===== config.mk =====
export PLATFORM = sky130hd
export DESIGN_NAME = ifetch_unit
export DESIGN_NICKNAME = d
export VERILOG_FILES = /design/src/rtl/cpu_defs_pkg.sv /design/src/rtl/ifetch_unit_fetch_queue.sv /design/src/rtl/ifetch_unit.sv
export SDC_FILE = /design/constraint.sdc
export NUM_CORES = 1
export LEC_CHECK = 0
export CAP_MARGIN = 5
export CORE_MARGIN = 2
export CORE_UTILIZATION = 50
export CTS_CLUSTER_DIAMETER = 80
export DETAILED_ROUTE_END_ITERATION = 12
export PLACE_DENSITY = 0.84
export SETUP_SLACK_MARGIN = 0.02
export SLEW_MARGIN = 20
export SYNTH_ARGS = -nofsm -noshare
export SYNTH_HDL_FRONTEND = slang
export SYNTH_SLANG_ARGS = --single-unit
export TNS_END_PERCENT = 1

===== constraint.sdc =====
create_clock -name clk -period 2.85 [get_ports clk]
set_input_delay 0.285 -clock clk [delete_from_list [all_inputs] [get_ports clk]]
set_output_delay 0.285 -clock clk [all_outputs]
set_load 0.02 [all_outputs]

===== src/rtl/cpu_defs_pkg.sv =====
// Shared fetch-path definitions: widths, reset PC, fetch FSM states, queue entry.
// Latency: n/a (types and constants only).
// Backpressure: n/a.
package cpu_defs;

    localparam int INST_W = 32;
    localparam int ADDR_W = 32;

    localparam logic [ADDR_W-1:0] RESET_PC_DEF = 32'h1c00_0000;

    // Bubble instruction injected by decode (andi r0, r0, 0).
    localparam logic [INST_W-1:0] NOP_INST = 32'h0340_0000;

    typedef enum logic [1:0] {
        ST_IDLE = 2'd0,
        ST_REQ  = 2'd1,
        ST_DROP = 2'd2
    } fetch_state_e;

    typedef struct packed {
        logic [ADDR_W-1:0] pc;
        logic [INST_W-1:0] inst;
    } fetch_entry_t;

    // Fetch addresses are always word aligned.
    function automatic logic [ADDR_W-1:0] align_pc(input logic [ADDR_W-1:0] addr);
        return {addr[ADDR_W-1:2], 2'b00};
    endfunction

endpackage


===== src/rtl/ifetch_unit_fetch_queue.sv =====
// Circular FIFO of fetched {pc, inst} entries feeding decode.
// Latency: a push is visible at the head one cycle later (registered storage).
// Backpressure: caller reserves space before pushing; clear wins over push/pop.
// Ports: push/push_dat write, pop advances head, clear empties, head_dat/count/empty status.
module fetch_queue
    import cpu_defs::*;
#(
    parameter int QDEPTH = 4,
    localparam int PW    = $clog2(QDEPTH),
    localparam int CW    = PW + 1
) (
    input  logic               clk,
    input  logic               rst,
    input  logic               push,
    input  fetch_entry_t       push_dat,
    input  logic               pop,
    input  logic               clear,
    output fetch_entry_t       head_dat,
    output logic [CW-1:0]      count,
    output logic               empty
);

    fetch_entry_t  mem_q [QDEPTH];
    fetch_entry_t  mem_d [QDEPTH];
    logic [PW-1:0] head_q, head_d;
    logic [PW-1:0] tail_q, tail_d;
    logic [CW-1:0] count_q, count_d;
    logic          full;
    logic          pop_ok;
    logic          push_ok;

    always_comb begin
        full     = (count_q == CW'(QDEPTH));
        empty    = (count_q == '0);
        count    = count_q;
        head_dat = mem_q[head_q];
        pop_ok   = pop && !empty;
        push_ok  = push && (!full || pop_ok);

        mem_d   = mem_q;
        head_d  = head_q;
        tail_d  = tail_q;
        count_d = count_q;

        if (clear) begin
            head_d  = '0;
            tail_d  = '0;
            count_d = '0;
        end else begin
            if (push_ok) begin
                mem_d[tail_q] = push_dat;
                tail_d        = tail_q + 1'b1;
            end
            if (pop_ok) begin
                head_d = head_q + 1'b1;
            end
            case ({push_ok, pop_ok})
                2'b10:   count_d = count_q + 1'b1;
                2'b01:   count_d = count_q - 1'b1;
                default: count_d = count_q;
            endcase
        end
    end

    always_ff @(posedge clk) begin
        if (rst) begin
            head_q  <= '0;
            tail_q  <= '0;
            count_q <= '0;
            // Storage is zeroed so an empty head never reads as X.
            for (int i = 0; i < QDEPTH; i++) begin
                mem_q[i] <= '0;
            end
        end else begin
            head_q  <= head_d;
            tail_q  <= tail_d;
            count_q <= count_d;
            mem_q   <= mem_d;
        end
    end

endmodule


===== src/rtl/ifetch_unit.sv =====
// Instruction fetch: owns the PC, issues one Icache read at a time, queues {pc, inst} to decode.
// Latency: Icache response reaches id_* one cycle after ic_rready; empty-queue fetch = Icache latency + 1.
// Backpressure: a queue slot is reserved at issue, so issue stalls while count + outstanding == QDEPTH.
// Ports: clk/rst; redirect_valid/redirect_pc/uncache_in control; ic_* Icache request/response; id_* decode handshake.
module ifetch_unit
    import cpu_defs::*;
#(
    parameter logic [ADDR_W-1:0] RESET_PC = RESET_PC_DEF,
    parameter int                QDEPTH   = 4
) (
    input  logic              clk,
    input  logic              rst,
    input  logic              redirect_valid,
    input  logic [ADDR_W-1:0] redirect_pc,
    input  logic              uncache_in,
    output logic              ic_rvalid,
    output logic [ADDR_W-1:0] ic_raddr,
    output logic              ic_flush,
    output logic              ic_uncache,
    input  logic              ic_rready,
    input  logic [INST_W-1:0] ic_rdata,
    output logic              id_valid,
    output logic [ADDR_W-1:0] id_pc,
    output logic [INST_W-1:0] id_inst,
    input  logic              id_ready
);

    localparam int CW = $clog2(QDEPTH) + 1;

    fetch_state_e      state_q, state_d;
    logic [ADDR_W-1:0] pc_q, pc_d;
    logic [ADDR_W-1:0] req_addr_q, req_addr_d;
    logic              uncache_q, uncache_d;

    fetch_entry_t      q_head;
    fetch_entry_t      q_push_dat;
    logic [CW-1:0]     q_count;
    logic              q_empty;
    logic              q_push;
    logic              q_pop;

    logic              outstanding;
    logic [CW:0]       used;
    logic              space_ok;
    logic              issue;

    always_comb begin
        outstanding = (state_q != ST_IDLE);
        used        = {1'b0, q_count} + {{CW{1'b0}}, outstanding};
        space_ok    = (used < (CW+1)'(QDEPTH));
        // A redirect cycle never issues: the PC being replaced is already stale.
        issue       = !rst && !redirect_valid && (state_q == ST_IDLE) && space_ok;

        ic_rvalid   = !rst && (issue || state_q != ST_IDLE);
        ic_raddr    = rst ? RESET_PC : ((state_q == ST_IDLE) ? pc_q : req_addr_q);
        ic_uncache  = ic_rvalid && (issue ? uncache_in : uncache_q);
        ic_flush    = !rst && redirect_valid;

        id_valid    = !rst && !q_empty;
        id_pc       = rst ? '0 : q_head.pc;
        id_inst     = rst ? '0 : q_head.inst;
        q_pop       = id_valid && id_ready;

        q_push_dat.pc   = req_addr_q;
        q_push_dat.inst = ic_rdata;

        state_d    = state_q;
        pc_d       = pc_q;
        req_addr_d = req_addr_q;
        uncache_d  = uncache_q;
        q_push     = 1'b0;

        case (state_q)
            ST_IDLE: begin
                if (issue) begin
                    state_d    = ST_REQ;
                    req_addr_d = pc_q;
                    uncache_d  = uncache_in;
                end
            end
            ST_REQ: begin
                if (ic_rready) begin
                    q_push  = 1'b1;
                    pc_d    = pc_q + 32'd4;
                    // Back-to-back issue happens from IDLE if space remains.
                    state_d = ST_IDLE;
                end
            end
            ST_DROP: begin
                // pc_q already holds the newest redirect target.
                if (ic_rready) begin
                    state_d = ST_IDLE;
                end
            end
            default: state_d = ST_IDLE;
        endcase

        if (redirect_valid) begin
            pc_d   = align_pc(redirect_pc);
            q_push = 1'b0;
            if (state_q == ST_REQ && !ic_rready) begin
                state_d = ST_DROP;
            end
        end
    end

    always_ff @(posedge clk) begin
        if (rst) begin
            state_q    <= ST_IDLE;
            pc_q       <= RESET_PC;
            req_addr_q <= RESET_PC;
            uncache_q  <= 1'b0;
        end else begin
            state_q    <= state_d;
            pc_q       <= pc_d;
            req_addr_q <= req_addr_d;
            uncache_q  <= uncache_d;
        end
    end

    fetch_queue #(
        .QDEPTH (QDEPTH)
    ) u_fetch_queue (
        .clk      (clk),
        .rst      (rst),
        .push     (q_push),
        .push_dat (q_push_dat),
        .pop      (q_pop),
        .clear    (redirect_valid),
        .head_dat (q_head),
        .count    (q_count),
        .empty    (q_empty)
    );

endmodule

Word level (Yosys, flattened, before mapping)
Cells that the tools add are included.

Register bits: 330. Bits of input ports: 70. Word-level logic and storage cells: 88.

Add/sub/neg operators: 6. Magnitude comparators: 4. Equality and inequality tests: 5. Mux-type cells: 23. Bitwise logic cells: 3. Reduce and logical (&&, ||, !) cells: 31.

Operator list (count): bitwise mux 256 bit (1); 2-to-1 mux 32 bit (7); 2-to-1 mux 64 bit (3); binary-select mux 64 bit (select 2 bit) (1); demux 64 bit (select 2 bit) (1); adder 32 x 3 -> 32 bit (second input constant) (1); logical AND 1 bit (12); 2-to-1 mux 2 bit (4); AND reduction 2 bit (4); nonzero test 2 bit (4); greater-or-equal comparator 3 bit (second input constant) (2); inverter 2 -> 3 bit (2); one-hot mux 3 bit (2 select lines) (1); zero test 1 bit (5); adder 2 x 1 -> 2 bit (second input constant) (2); adder 3 x 1 -> 4 bit (1); == test 2 x 1 -> 1 bit (second input constant) (2); == test 2 bit (second input constant) (2); < comparator 4 x 3 -> 1 bit (second input constant) (1); 2-to-1 mux 1 bit (4); one-hot mux 2 bit (2 select lines) (1); OR reduction 2 bit (2); adder 3 x 1 -> 3 bit (second input constant) (1); == test 3 bit (second input constant) (1); 6 further kinds (7).

Depth between registers and ports, before layout
Word-level depth: 9. Gate-level depth with buffers: 13. Depth with buffers taken out: 11.

Cells and area by module
From an unflattened synthesis, not the netlist that was laid out.

Cell total of the unflattened synthesis: 1553. Area, all modules: 15959.1 um^2.

Modules (own cells, without submodules): fetch_queue (times used 1, cells an instance 1029, area an instance 12061.6 um^2); ifetch_unit (times used 1, cells an instance 524, area an instance 3897.5 um^2).

Least setup slack after synthesis
OpenSTA, ideal clock, no wires.

Path kind: reg-to-reg. Start point: reg state_q[1]. End point: reg u_fetch_queue.count_q[2], in the netlist u_fetch_queue.count[2]. Library setup time: 0.071 ns. Arrival: 2.446 ns. Setup slack: 0.334 ns. Stages on the path, launching flop included: 14. Path through: dfxtp_1 -> inv_1 -> ha_1 -> buf_2 -> and3b_1 -> clkbuf_1 -> o21a_1 -> inv_1 -> ha_1 -> inv_1 -> fa_1 -> xor2_1 -> or3_1 -> a21oi_1.

Word-level cells in the longest chain between the ends: 6. Elaborated cells on any way between the ends: 8. Those cells by class: eq/ne: 3; mux: 3; reduce/logical: 2.

RTL lines: start, declared (RTL line ifetch_unit.sv:30) `fetch_state_e state_q, state_d;`; start signal, assigned (RTL line ifetch_unit.sv:114) `state_q <= state_d;`; == test 2 x 1 -> 1 bit * (RTL line ifetch_unit.sv:73) `case (state_q)`; 2-to-1 mux 1 bit * (RTL line ifetch_unit.sv:73); 2-to-1 mux 1 bit * (RTL line ifetch_unit.sv:98) `if (redirect_valid) begin`; logical AND 1 bit * (RTL line ifetch_unit_fetch_queue.sv:38) `push_ok = push && (!full || pop_ok);`; == test 2 x 1 -> 1 bit / == test 2 bit (equally long branches) (RTL line ifetch_unit_fetch_queue.sv:57) `case ({push_ok, pop_ok})`; one-hot mux 3 bit (2 select lines) / nonzero test 2 bit (equally long branches); end signal, assigned (RTL line ifetch_unit_fetch_queue.sv:77) `count_q <= count_d;`; end, declared (RTL line ifetch_unit_fetch_queue.sv:27) `logic [CW-1:0] count_q, count_d;`.

Mark *: on every way between the ends. The rest lies on a longest branch, timed or not. A chain may end at the register's enable or synchronous reset.

Worst setup path after layout
Start point: reg u_fetch_queue.head_q[0]. End point: out id_inst[19].

Word-level cells in the longest chain between the ends: 5.

RTL lines: start, declared (RTL line ifetch_unit_fetch_queue.sv:25) `logic [PW-1:0] head_q, head_d;`; start signal, assigned (RTL line ifetch_unit_fetch_queue.sv:67) `head_q <= '0;`; start signal, assigned (RTL line ifetch_unit_fetch_queue.sv:75) `head_q <= head_d;`; inverter 2 -> 3 bit (implied by the code) (RTL line ifetch_unit_fetch_queue.sv:36) `head_dat = mem_q[head_q];`; binary-select mux 64 bit (select 2 bit) (RTL line ifetch_unit_fetch_queue.sv:36); 2-to-1 mux 64 bit (implied by the code) (2 in a row) (RTL line ifetch_unit_fetch_queue.sv:36); 2-to-1 mux 32 bit (RTL line ifetch_unit.sv:61) `id_inst = rst ? '0 : q_head.inst;`; end, declared (RTL line ifetch_unit.sv:24) `output logic [INST_W-1:0] id_inst,`.

No other way between the ends. The select of a mux whose other input is x is not followed.

==> impl_results.md <==
- Path length in cells of the critical path: 4
- WP data arrival: 2.49 ns
- Max VDD drop: 356 uV
- Num Clock Sinks: 318
- I/O pins: 170
- Number of enable flip-flop cells after synthesis: 0
- Maximum buffer depth of the clock tree: 3
- Run status: finished, final reports clean
- Clock tree skew after final layout: about 0.017 ns
- Leakage power total: ~6.0 nW
- Number of warning messages in the yosys log: 0
- Via count of the first global-routing pass: roughly 13000
- HP Class: input pin to flop
- Type of origin of the critical path: flop
- Input/output buffers: 163
- Final number of hold-violating endpoints: 0
- CP bufs+invs: 2
- Most crowded layer after global routing: met2
- Clk_lat worst skew: slightly above 0.5 ns
- Routability congestion estimate: 0.879
- Met3 global-route usage: 3.45%
- Die extent in x: 173 um
- Average instance area after synthesis: 8.23 um^2
- Placed Instance Area: 0.0163 mm^2
- Wire length of the first global-routing pass: about 63000 um
- Area of the die: between 0.02 and 0.03 mm^2
- Starting utilization of the core area: between 50% and 60%
- Layout overhead on the synthesized area: 22.1%
- Worst Setup Path Type: flop to output port
- Worst setup EP type: output port
- Vias/cell: 5.70
- Highest clock rate: approximately 0.36 GHz
- Share of synthesized area occupied by flip-flops and latches: 44.7%
- Residual DRC: 0
- Final HPWL DP: 24600 um
- MaxCap Viol Count: 0
- Final critical path time including I/O delays and setup: around 2.8 ns
- Ratio of cells with drive above 1 in the final layout: 9.95%
- Slew headroom: 37.7%
- Mean routed wirelength per cell: about 17 um
- Slowest library cell on the worst path: sky130_fd_sc_hd__clkdlybuf4s50_1
- TritonCTS clock tree: done
- Final net count: around 1900
- Total global routing overflow: 0
- Number of instances in the synthesized netlist: 1730
- Final wirelength: 39100 um
- Ordered cell list for the critical path: buf_12, mux4_2, and2_1, clkdlybuf4s50_1
- Overall power consumption: 9.44 mW
- Routed vias: about 13000
- DRT Pass-1 Iters: 5
- Iteration-0 DRC count of the detailed router: roughly 1000
- Vertical die dimension: ~170 um
- Antenna violations before repair: 1
- Power density of the placed cells: 543 mW/mm^2
- Proportion of synthesized flip-flops having asynchronous set or reset: 0%
- Worst path required time: 2.57 ns
- Area of the core region: 0.0279 mm^2
- Pin count of the biggest net entering global routing: ~160
- Inserted Clock Buffers: 34
- Hold-critical path depth: 2
- Dominant synthesized flop cell: sky130_fd_sc_hd__dfxtp_1
- Routing usage on met1: 32.5%
- Total negative setup slack: 0 ns
- Post-route design area: 0.0174 mm^2
- CTS clock-pin slew for the worst setup and hold paths: 0.06 ns
- Max H-tree Level: 2
- Number of nets with antenna violations after detailed routing: 0
- Final setup violation count: 0
- Number of synthesized register bits: 318
- Row cnt: 61
- Largest fanout on the critical path: 18
- Area of the mapped netlist: 0.0142 mm^2
- Period Utilization, post-route: a little over nine tenths
- GR Util met2: 44.2%
- CTS Root Cell: sky130_fd_sc_hd__clkbuf_16
- Unrepaired setup endpoints after global routing: true
- Total track usage: roughly a quarter
- Max-slew violation count: 0
- CP max stage delay: 0.54 ns
- Count of cells along the worst register-to-register path: 9
- Least-Margin Pin Slew: roughly 0.93 ns
- Top cell family by delay on the critical path: buffers and inverters
- Number of distinct library cell variants in the gate-level netlist after synthesis: 55
-- cells in the mapped netlist, types with 11 or more instances --
cell type                  instances  share of area [%]
sky130_fd_sc_hd__a211oi_1         11               0.58
sky130_fd_sc_hd__a21oi_1         285                 10
sky130_fd_sc_hd__and2_1           65                2.9
sky130_fd_sc_hd__buf_2            16               0.56
sky130_fd_sc_hd__clkbuf_1        120                3.2
sky130_fd_sc_hd__dfxtp_1         318                 45
sky130_fd_sc_hd__inv_1            20               0.53
sky130_fd_sc_hd__mux2i_1          30                2.1
sky130_fd_sc_hd__mux4_2           62                9.8
sky130_fd_sc_hd__nand2_1         582                 15
sky130_fd_sc_hd__nand3_1          13               0.46
sky130_fd_sc_hd__nand4_1          12               0.53
sky130_fd_sc_hd__nor2_1           58                1.5
sky130_fd_sc_hd__xnor2_1          12               0.74
-- power by group --
group          internal, mW  total, mW  switching (mW)
clock                  2.45       4.22            1.78
sequential             4.50       4.59          0.0892
combinational         0.270      0.630           0.361
total                  7.22       9.44            2.23
-- area by class of cell --
cell class,instances,area (um^2)
fillers,2279,10500
multi-input cells,1251,7270
flip-flops and latches,318,6370
repair buffers,212,2130
clock buffers,51,1000
well taps,378,473
inverters,20,75.1
clock inverters,8,61.3
diodes,1,2.50
-- stage by stage --
step | hold slack (ns) | util, % | worst slack (ns) | std cells
global placement | 0.438 | 58.3 | 0.259 | 2177
detailed placement | 0.443 | 58.3 | 0.212 | 2177
global route | 0.0554 | 62.3 | 0.0149 | 2239
CTS | 0.0397 | 62.1 | 0.0337 | 2238
finish | 0.0564 | 62.3 | 0.0741 | 2239
floorplan | 0.403 | - | 0.334 | 1733
-- repair_timing --
action,in CTS,in global routing
endpoints found under the setup margin,51,22
hold buffers,0,0
buffers inserted,2,0
resized for setup,0,12
cloned,0,0
-- worst register-to-register path, stage by stage (launching register included) --
cell                      delay (ns)
sky130_fd_sc_hd__dfxtp_1        0.41
sky130_fd_sc_hd__or3b_2         0.48
sky130_fd_sc_hd__o21a_1         0.22
sky130_fd_sc_hd__inv_1          0.09
sky130_fd_sc_hd__ha_1           0.20
sky130_fd_sc_hd__inv_1          0.07
sky130_fd_sc_hd__fa_1           0.38
sky130_fd_sc_hd__xor2_1         0.16
sky130_fd_sc_hd__or3_1          0.31
sky130_fd_sc_hd__a21oi_1        0.14
-- per-layer routing --
metal / vias to the layer above / wire length (um)
met2: 489 / 19500
met3: 87 / 2540
li1: 6055 / -
met1: 6128 / 15900
met4: 0 / 1180
met5: - / 0
-- cell usage in the layout, fill, tap and decap left out, types with 5 or more instances in the layout --
master | synthesis | layout
sky130_fd_sc_hd__nand2_1 | 582 | 582
sky130_fd_sc_hd__dfxtp_1 | 318 | 316
sky130_fd_sc_hd__a21oi_1 | 285 | 285
sky130_fd_sc_hd__clkdlybuf4s50_1 | 0 | 153
sky130_fd_sc_hd__and2_1 | 65 | 65
sky130_fd_sc_hd__mux4_2 | 62 | 62
sky130_fd_sc_hd__nor2_1 | 58 | 58
sky130_fd_sc_hd__buf_4 | 4 | 39
sky130_fd_sc_hd__clkbuf_16 | 0 | 34
sky130_fd_sc_hd__mux2i_1 | 30 | 29
sky130_fd_sc_hd__inv_1 | 20 | 19
sky130_fd_sc_hd__nand3_1 | 13 | 13
sky130_fd_sc_hd__nand4_1 | 12 | 12
sky130_fd_sc_hd__xnor2_1 | 12 | 12
sky130_fd_sc_hd__a211oi_1 | 11 | 11
sky130_fd_sc_hd__o21ai_0 | 9 | 9
sky130_fd_sc_hd__clkbuf_8 | 0 | 9
sky130_fd_sc_hd__dlymetal6s2s_1 | 0 | 9
sky130_fd_sc_hd__a311oi_1 | 8 | 8
sky130_fd_sc_hd__ha_1 | 9 | 8
sky130_fd_sc_hd__clkbuf_1 | 120 | 8
sky130_fd_sc_hd__buf_12 | 0 | 8
sky130_fd_sc_hd__nor3_1 | 7 | 7
sky130_fd_sc_hd__and4_1 | 6 | 6
sky130_fd_sc_hd__o31ai_1 | 6 | 6
sky130_fd_sc_hd__nor4_1 | 5 | 5
sky130_fd_sc_hd__and3_1 | 5 | 5
sky130_fd_sc_hd__or3_1 | 5 | 5
sky130_fd_sc_hd__or4_1 | 5 | 5
-- flip-flops by register name, indices dropped and copies added, names as in the netlist --
signal	count
u_fetch_queue.head_q	2
uncache_q	1
u_fetch_queue.tail_q	2
pc_q	30
u_fetch_queue.count	3
u_fetch_queue.mem_q	248
state_q	2
req_addr_q	30
-- path summary, 6_finish.rpt --
kind	startpoint	endpoint	slack, ns
max	u_fetch_queue.head_q[0]	id_inst[19]	0.07
min	rst	pc_q[25]	0.06
max reg2reg	u_fetch_queue.count[2]	u_fetch_queue.count[2]	0.32
min reg2reg	u_fetch_queue.mem_q[35]	u_fetch_queue.mem_q[35]	0.45
-- cell families after synthesis --
logic type,count (synthesis),share of synthesized area [%]
AO/OA/AOI/OAI,350,13.7
buffers and inverters,164,4.58
AND/OR/NAND/NOR,780,23.2
multiplexers,92,11.9
adder cells (fa/ha/maj),10,0.931
other,1,0.0263
XOR/XNOR,15,0.922
flip-flops,318,44.7
No activity file was read; power rests on OpenSTA's default activity.
